File: src/rtl/crc_mem_pkg.sv
// rtl/crc_mem_pkg.sv - shared state enum and CRC/burst helper functions for the CRC-protected memory
package crc_mem_pkg;

    typedef enum logic [2:0] {
        S_IDLE,
        S_ENC,
        S_WR,
        S_RD,
        S_DEC,
        S_DONE
    } state_e;

    // Codeword width: payload followed by its CRC.
    function automatic int cw_of(input int data_w, input int crc_w);
        return data_w + crc_w;
    endfunction

    // One MSB-first LFSR step; only the low crc_w bits are meaningful.
    function automatic logic [31:0] crc_step(input logic [31:0] crc, input logic bit_in,
                                             input logic [31:0] poly, input int crc_w);
        logic [31:0] mask;
        logic        fb;
        mask = (32'h1 << crc_w) - 32'h1;
        fb   = (((crc >> (crc_w - 1)) & 32'h1) != 32'h0) ^ bit_in;
        return ((crc << 1) & mask) ^ (fb ? (poly & mask) : 32'h0);
    endfunction

    // Bits lsb..lsb+len_m1 set, clipped at cw (no wrap-around).
    function automatic logic [63:0] burst_mask(input int lsb, input int len_m1, input int cw);
        logic [63:0] m;
        m = '0;
        for (int i = 0; i < 64; i++) begin
            if (i >= lsb && i <= lsb + len_m1 && i < cw) begin
                m = m | (64'h1 << i);
            end
        end
        return m;
    endfunction

endpackage

File: src/rtl/crc_protected_memory_param_lfsr.sv
// rtl/crc_protected_memory_param_lfsr.sv - bit-serial CRC LFSR (crc_lfsr_serial), MSB first, init 0
module crc_lfsr_serial
    import crc_mem_pkg::*;
#(
    parameter int               CRC_W = 4,
    parameter logic [CRC_W-1:0] POLY  = 4'h3
) (
    input  logic             clk,
    input  logic             rst,
    input  logic             clear,
    input  logic             shift_en,
    input  logic             bit_in,
    output logic [CRC_W-1:0] crc_out
);

    logic [CRC_W-1:0] crc_q;
    logic [CRC_W-1:0] crc_d;

    // Next remainder: clear wins over shifting.
    always_comb begin
        crc_d = crc_q;
        if (clear) begin
            crc_d = '0;
        end else if (shift_en) begin
            crc_d = CRC_W'(crc_step(32'(crc_q), bit_in, 32'(POLY), CRC_W));
        end
    end

    // Remainder register.
    always_ff @(posedge clk) begin
        if (!rst) begin
            crc_q <= '0;
        end else begin
            crc_q <= crc_d;
        end
    end

    assign crc_out = crc_q;

endmodule

File: src/rtl/crc_protected_memory_param.sv
// rtl/crc_protected_memory_param.sv - CRC-protected RAM with serial encode/check; injector under CRC_FAULT_INJECT_EN
module crc_protected_memory_param
    import crc_mem_pkg::*;
#(
    parameter int               DATA_W    = 8,
    parameter int               CRC_W     = 4,
    parameter logic [CRC_W-1:0] POLY      = 4'h3,
    parameter int               DEPTH     = 16,
    parameter int               MAX_BURST = 4,
    parameter int               ERR_CNT_W = 8,
    localparam int              ADDR_W    = $clog2(DEPTH),
    localparam int              CW        = cw_of(DATA_W, CRC_W),
    localparam int              FA_W      = $clog2(CW),
    localparam int              BL_W      = $clog2(MAX_BURST)
) (
    input  logic                 clk,
    input  logic                 rst,
    input  logic                 write,
    input  logic                 read,
    input  logic [ADDR_W-1:0]    addr_in,
    input  logic [DATA_W-1:0]    data_in,
    input  logic                 fault_enable,
    input  logic [FA_W-1:0]      fault_addr,
    input  logic [BL_W-1:0]      burst_len,
    output logic                 write_busy,
    output logic                 read_busy,
    output logic                 data_valid,
    output logic                 error_detected,
    output logic [DATA_W-1:0]    data_out,
    output logic [ERR_CNT_W-1:0] err_count
);

    localparam int CNT_W = $clog2(CW + 1);

    state_e               state_q, state_d;
    logic [CNT_W-1:0]     cnt_q, cnt_d;
    logic [ADDR_W-1:0]    addr_q, addr_d;
    logic [DATA_W-1:0]    data_q, data_d;
    logic [CW-1:0]        cw_q, cw_d;
    logic [DATA_W-1:0]    dout_q, dout_d;
    logic                 err_q, err_d;
    logic [ERR_CNT_W-1:0] err_cnt_q, err_cnt_d;

    logic                 enc_clear, enc_shift, dec_clear, dec_shift;
    logic                 ram_we;
    logic [ADDR_W-1:0]    ram_raddr;
    logic [CW-1:0]        ram_rdata_q;
    logic [CW-1:0]        cw_inj;
    logic [CW-1:0]        cw_rot;
    logic [CRC_W-1:0]     enc_crc, dec_crc;
    logic [CW-1:0]        mem [DEPTH];

`ifdef CRC_FAULT_INJECT_EN
    // Burst injector: invert the selected bits of the word read from RAM.
    assign cw_inj = fault_enable
                  ? (ram_rdata_q ^ CW'(burst_mask(int'(fault_addr), int'(burst_len), CW)))
                  : ram_rdata_q;
`else
    // No injector: codeword passes through untouched, fault ports are inert.
    assign cw_inj = ram_rdata_q;
    wire unused_fault = &{1'b0, fault_enable, fault_addr, burst_len};
`endif

    // Both the payload and the captured codeword rotate rather than shift, so
    // after a full pass they are back in their original order.
    assign cw_rot = {cw_q[CW-2:0], cw_q[CW-1]};

    crc_lfsr_serial #(.CRC_W(CRC_W), .POLY(POLY)) u_enc (
        .clk      (clk),
        .rst      (rst),
        .clear    (enc_clear),
        .shift_en (enc_shift),
        .bit_in   (data_q[DATA_W-1]),
        .crc_out  (enc_crc)
    );

    crc_lfsr_serial #(.CRC_W(CRC_W), .POLY(POLY)) u_dec (
        .clk      (clk),
        .rst      (rst),
        .clear    (dec_clear),
        .shift_en (dec_shift),
        .bit_in   (cw_q[CW-1]),
        .crc_out  (dec_crc)
    );

    // Next-state and datapath control for the write/read sequencer.
    always_comb begin
        state_d   = state_q;
        cnt_d     = cnt_q;
        addr_d    = addr_q;
        data_d    = data_q;
        cw_d      = cw_q;
        dout_d    = dout_q;
        err_d     = err_q;
        err_cnt_d = err_cnt_q;
        enc_clear = 1'b0;
        enc_shift = 1'b0;
        dec_clear = 1'b0;
        dec_shift = 1'b0;
        ram_we    = 1'b0;
        ram_raddr = addr_q;
        unique case (state_q)
            S_IDLE: begin
                ram_raddr = addr_in;
                if (write) begin
                    state_d   = S_ENC;
                    addr_d    = addr_in;
                    data_d    = data_in;
                    cnt_d     = '0;
                    enc_clear = 1'b1;
                end else if (read) begin
                    state_d   = S_RD;
                    addr_d    = addr_in;
                end
            end
            S_ENC: begin
                enc_shift = 1'b1;
                data_d    = {data_q[DATA_W-2:0], data_q[DATA_W-1]};
                cnt_d     = cnt_q + 1'b1;
                if (cnt_q == CNT_W'(DATA_W - 1)) begin
                    state_d = S_WR;
                    cnt_d   = '0;
                end
            end
            S_WR: begin
                ram_we  = rst;
                state_d = S_IDLE;
            end
            S_RD: begin
                cw_d      = cw_inj;
                cnt_d     = '0;
                dec_clear = 1'b1;
                state_d   = S_DEC;
            end
            S_DEC: begin
                dec_shift = 1'b1;
                cw_d      = cw_rot;
                cnt_d     = cnt_q + 1'b1;
                if (cnt_q == CNT_W'(CW - 1)) begin
                    state_d = S_DONE;
                    cnt_d   = '0;
                    dout_d  = cw_rot[CW-1:CRC_W];
                    err_d   = CRC_W'(crc_step(32'(dec_crc), cw_q[CW-1], 32'(POLY), CRC_W)) != '0;
                end
            end
            S_DONE: begin
                if (err_q && err_cnt_q != '1) begin
                    err_cnt_d = err_cnt_q + 1'b1;
                end
                state_d = S_IDLE;
            end
            default: state_d = S_IDLE;
        endcase
    end

    // Sequencer and output registers.
    always_ff @(posedge clk) begin
        if (!rst) begin
            state_q   <= S_IDLE;
            cnt_q     <= '0;
            addr_q    <= '0;
            data_q    <= '0;
            cw_q      <= '0;
            dout_q    <= '0;
            err_q     <= 1'b0;
            err_cnt_q <= '0;
        end else begin
            state_q   <= state_d;
            cnt_q     <= cnt_d;
            addr_q    <= addr_d;
            data_q    <= data_d;
            cw_q      <= cw_d;
            dout_q    <= dout_d;
            err_q     <= err_d;
            err_cnt_q <= err_cnt_d;
        end
    end

    // Codeword RAM: synchronous write and registered read, contents not reset.
    always_ff @(posedge clk) begin
        if (ram_we) begin
            mem[addr_q] <= {data_q, enc_crc};
        end
        ram_rdata_q <= mem[ram_raddr];
    end

    assign write_busy     = (state_q == S_ENC) || (state_q == S_WR);
    assign read_busy      = (state_q == S_RD) || (state_q == S_DEC) || (state_q == S_DONE);
    assign data_valid     = (state_q == S_DONE);
    assign error_detected = err_q;
    assign data_out       = dout_q;
    assign err_count      = err_cnt_q;

endmodule

File: config.mk
export PLATFORM = sky130hd
export DESIGN_NAME = crc_protected_memory_param
export DESIGN_NICKNAME = d
export VERILOG_FILES = /design/src/rtl/crc_mem_pkg.sv /design/src/rtl/crc_protected_memory_param_lfsr.sv /design/src/rtl/crc_protected_memory_param.sv
export SDC_FILE = /design/constraint.sdc
export NUM_CORES = 1
export LEC_CHECK = 0
export CORE_UTILIZATION = 65
export DETAILED_ROUTE_END_ITERATION = 8
export PLACE_DENSITY = 0.95
export SLEW_MARGIN = 20
export SYNTH_ARGS = -nofsm -noshare
export SYNTH_HDL_FRONTEND = slang
export SYNTH_HIERARCHICAL = 1
export SYNTH_SLANG_ARGS = --single-unit
File: constraint.sdc
create_clock -name clk -period 5.7 [get_ports clk]
set_clock_uncertainty 0.2 [all_clocks]
set_input_delay 0.855 -clock clk [delete_from_list [all_inputs] [get_ports clk]]
set_output_delay 0.855 -clock clk [all_outputs]
set_load 0.005 [all_outputs]
# Yosys cells after proc, flatten, opt, wreduce, memory -nomap -nowiden
# Memory sizes are Yosys's and may differ from the RTL's. A register that Yosys moved wholly into a read port is not among the register bits.
# Index checks and enable logic that the tools add are counted.
[word_totals]
reg_bits = 56
out_inout_bits = 20
mem_bits_rw = 192
n_memories = 1
input_bits = 23
elab_cells = 73
[op_classes]
n_eq_ne = 12
n_addsub = 2
bitwise = 5
mux = 25
n_reduce_logical = 18
[mem_list]
columns = ["memory", "depth", "width", "rd", "rd_clocked_by_memory_dff", "wr", "line", "source"]
rows = [
  ["mem", 16, 12, 1, 1, 1, "crc_protected_memory_param.sv:51", "logic [CW-1:0] mem [DEPTH];"],
]
[op_table]
columns = ["op", "count"]
rows = [
  ["$mux W4", 6],
  ["$pmux W12 S2", 1],
  ["$pmux W4 S4", 1],
  ["$pmux W8 S2", 1],
  ["$mux W3", 4],
  ["$pmux W3 S4", 1],
  ["$reduce_and A2 Y1", 5],
  ["$add A8 B1 Y8 const B", 1],
  ["$mux W1", 8],
  ["$mux W8", 1],
  ["$ne A8 B8 Y1 const B", 1],
  ["$reduce_bool A4 Y1", 2],
  ["$eq A3 B2 Y1 const B", 2],
  ["$eq A3 B3 Y1 const B", 2],
  ["$ne A2 B2 Y1 const B", 3],
  ["$reduce_bool A2 Y1", 3],
  ["$add A4 B1 Y4 const B", 1],
  ["$eq A4 B3 Y1 const B", 1],
  ["$eq A4 B4 Y1 const B", 1],
  ["$mux W2", 2],
  ["$reduce_or A2 Y1", 2],
  ["$xor A4 B2 Y4", 1],
  ["$xor A4 B4 Y4", 1],
  ["$eq A3 B1 Y1 const B", 1],
  ["other kinds (7)", 10],
]

# Logic depth before layout (Yosys ltp)
[logic_depth]
word_depth = 4
ltp_mapped = 8
ltp_nobuf = 6

# Cells and area by module
# Netlist, hierarchy kept.
[by_module_without_submodules]
columns = ["module", "seq_area_each_um2", "area_per_inst_um2", "n_inst", "cells_per_inst"]
rows = [
  ["crc_protected_memory_param", 6966.7, 9838.2, 1, 669],
  ["crc_lfsr_serial", 80.1, 180.2, 2, 18],
]

# Worst setup path after synthesis
# OpenSTA, ideal clock, no wires.
[synth_timing]
path_type = "input port to flip-flop"
startpoint = "in rst"
endpoint = "mem mem[0][0] in the netlist's numbering (enable)"
t_required_ns = 5.104
setup_ns = 0.396
path_stages = 4
t_arrival_ns = 2.757
path_buffers = 0
path_slack_ns = 2.347
path_cell_list = "inv_1 -> nor4b_1 -> or3b_2 -> nor3_1"
[synth_via]
elab_chain_len = 3
[synth_lines]
columns = ["element", "line", "source"]
rows = [
  ["start: declaration", "crc_protected_memory_param.sv:17", "input logic rst,"],
  ["$mux W1", "crc_protected_memory_param.sv:102", "unique case (state_q)"],
  ["$mux W1", "crc_protected_memory_param.sv:181", "if (ram_we) begin"],
  ["$mux W1 (not written as such)", "crc_protected_memory_param.sv:182", "mem[addr_q] <= {data_q, enc_crc};"],
  ["end: declaration", "crc_protected_memory_param.sv:51", ""],
]
# No other way between the ends.

# Final worst setup path
[layout_timing]
startpoint = "reg state_q[2]"
endpoint = "reg ram_rdata_q[11] (netlist: cw_inj[11]) (read register of mem)"
[layout_via]
elab_chain_len = 2
[layout_lines]
columns = ["element", "line", "source"]
rows = [
  ["start: declaration", "crc_protected_memory_param.sv:35", "state_e state_q, state_d;"],
  ["start signal: assignment", "crc_protected_memory_param.sv:168", "state_q <= state_d;"],
  ["$logic_not A3 Y1", "crc_protected_memory_param.sv:102", ""],
  ["$mux W4", "crc_protected_memory_param.sv:102", ""],
  ["end: declaration", "crc_protected_memory_param.sv:47", "logic [CW-1:0] ram_rdata_q;"],
]
# No other way between the ends.
# A chain may end at the register's enable or synchronous reset.

==> out/qor.csv <==
metric,value,unit
# port buffers,35,
HP Start,cw_inj[7]$_DFF_P_,
final setup violation count,0,
post-CTS sizing,0,
Final nets,759,
post-synth top area share,56.53,%
critical path startpoint category,flip-flop,
share of cells above drive strength 1,7.477,%
CP Capture Type,flip-flop,
"Top FF cell, synth",edfxtp_1,
"Seq/Total Area, Yosys",69.88,%
WHS Endpoint,cw_q[7]$_SDFFE_PN0P_,
clock buffer count from CTS,25,
cells on worst reg2reg path,6,
Post-synth EDFFs,192,
die area,16200,µm²
Synth top cells by count,"edfxtp_1, mux2i_1, dfxtp_1",
DR pass1 iterations,7,
Starting Density,66.84,%
run status,"complete, no violations",
setup TNS,0,ns
Die Span X,127.3,µm
"Reg clk slew, reported paths",0.06,ns
Worst R2R Start,state_q[2]$_SDFFE_PN0P_,
ranking of synthesized cells by area,"edfxtp_1, dfxtp_1, mux2i_1",
Synth Cell Area,10200,µm²
Final HPWL DP,12.98,mm
area grow syn2layout,12.76,%
Peak Freq,258.6,MHz
Final Wtd Congestion,0.8634,
synthesized instance count,705,
crit path max fanout,30,
gr ovfl total,0,
CP startpoint,state_q[2]$_SDFFE_PN0P_,
Total Power,0.004518,W
"reg-to-reg slack, setup",1.83,ns
Leak,4.137,nW
# DRC,0,
worst vdd ir,0.0002588,V
Max-slew headroom,24.60,%
storage element area,7127,µm²
DR vias/cell,6.518,
DR vias,6264,
initial antenna violation count,1,
dominant cell type by area after synthesis,edfxtp_1,
Synth Net Count,730,
Power per Cell Area,392.9,nW/µm²
Post-DRT Antenna Nets,0,
RSZ-0062 raised after global routing,false,
Post-synth ARST share,0,%
most frequent cell after synthesis,edfxtp_1,
Starting DRT DRC Count,966,
I/O pin total,43,
Final Hold Vio Count,0,
Final Max Tran Viols,0,
Hold Buf Count CTS,0,
Synth Area per Inst,14.47,µm²
Die Ht,127.3,µm
wire per inst,23.24,µm
Worst-Margin Slew,1.127,ns
WP data arrival,4.02,ns
CTS root buffer,clkbuf_16,
Multi-input gate area,2888,µm²
part of the cycle the worst path needs,67.85,%
CTS tree,built,
WL final,22.34,mm
CTS Sinks,260,
yosys warns,6,
Skew-Pair Late Insertion Delay,0.53,ns
Final min period,3.868,ns
Filler Cell Count,793,
CP required,5.85,ns
Post-CTS Setup Bufs,0,
Hold Crit Depth,2,
worst reg2reg path endpoint,cw_inj[11]$_DFF_P_,
largest net degree at the start of global routing,73,
CTS Buffer Depth,3,
site row count,45,
Setup CP Type,reg2reg,
all-layer global routing usage,27.55,%
Yosys reg bits,260,
H-tree depth,1,
Synth cell types,45,
first-pass GRT wire length,33.18,mm
worst hold path type,reg2reg,
max-cap check violation count,0,
Core Region,15260,µm²
vias in the first global route,5990,
## where the power goes
| part | switching (W) | leakage (nW) | internal, W |
|---|---|---|---|
| registers | 0.000138 | 2.30 | 0.00218 |
| logic | 0.000363 | 1.46 | 0.000254 |
| clock network | 0.000661 | 0.375 | 0.000927 |
## layout by cell type, fill, tap and decap left out, drive strengths merged, types with 2 or more instances in the layout
| cell type | instances |
|---|---|
| dfxtp | 68 |
| clkbuf | 27 |
| edfxtp | 192 |
| a22oi | 4 |
| xor2 | 2 |
| a211o | 2 |
| or3b | 3 |
| clkdlybuf4s50 | 35 |
| a21oi | 9 |
| nor4b | 3 |
| nand2 | 32 |
| nor2 | 65 |
| inv | 9 |
| or3 | 3 |
| or4 | 13 |
| nand3 | 9 |
| a31oi | 3 |
| nand2b | 10 |
| nor3b | 3 |
| nor2b | 3 |
| a311oi | 10 |
| clkinv | 11 |
| nand3b | 2 |
| o21ai | 4 |
| a211oi | 11 |
| nor3 | 13 |
| bufinv | 3 |
| ha | 2 |
| mux2i | 126 |
| o22ai | 48 |
| buf | 7 |
| xnor2 | 8 |
## cell type report
class,instances,share of cell area (%)
Sequential cell,260,61.97
Clock buffer,27,5.505
Multi-Input combinational cell,397,25.11
Antenna cell,1,0.02176
Inverter,8,0.2611
Clock inverter,15,1.219
Tap cell,211,2.296
Timing Repair Buffer,42,3.612
## registers in the layout, summed over array words and instances (netlist names)
signal,cells
mem,192
cw_inj,12
cw_q,12
data_out,8
data_q,8
err_count,8
addr_q,4
cnt_q,4
u_dec/crc_out,4
u_enc/crc_out,4
state_q,3
error_detected,1
## kinds of logic (layout without fill, tap and decap cells)
| kind of cell | Yosys count | after routing | synth area share [%] |
|---|---|---|---|
| multiplexers | 127 | 127 | 12.48 |
| XOR/XNOR | 10 | 10 | 0.8588 |
| AND/OR/NAND/NOR | 163 | 163 | 7.962 |
| adder cells (fa/ha/maj) | 2 | 2 | 0.2453 |
| other | 0 | 1 | 0 |
| buffers and inverters | 48 | 92 | 2.368 |
| AO/OA/AOI/OAI | 95 | 95 | 6.208 |
| flip-flops | 260 | 260 | 69.88 |
## through the flow
step	setup slack, ns	hold slack, ns	instance area [µm²]	utilization (%)	std cells
4_1_cts	2.020	0.2633	11470	75.20	960
6_report	1.832	0.2628	11500	75.37	961
5_1_grt	1.758	0.2839	11500	75.35	960
2_1_floorplan	2.347	0.2367	10200	-	705
3_5_place_dp	1.535	0.2556	10700	70.14	918
3_3_place_gp	1.500	0.2494	10690	70.07	918
## metal layers
layer / GRT usage (%) / part of all wire [%] / vias up
li1: - / - / 2750
met1: 36.12 / 38 / 3050
met2: 46.19 / 49 / 378
met3: 4.104 / 8.2 / 86
met4: 12.04 / 4.6 / 0
met5: 0 / 0 / -
## worst max-delay path: stages (launching register included)
cell	delay, ns
dfxtp_1	0.42
nor3_2	0.94
mux2i_4	0.35
buf_4	0.43
nand2b_1	0.58
o22ai_1	0.17
or4_1	0.60
## worst max path at each step
stage,slack [ns],cells after the start,endpoint
floorplan,2.35,4,mem[0][0]$_DFFE_PP_
global placement,1.50,5,mem[12][4]$_DFFE_PP_
detailed placement,1.53,5,mem[4][2]$_DFFE_PP_
CTS,2.02,5,mem[4][8]$_DFFE_PP_
global route,1.76,6,cw_inj[11]$_DFF_P_
finish,1.83,6,cw_inj[11]$_DFF_P_
Note: power is estimated with default switching activity, not from simulation.
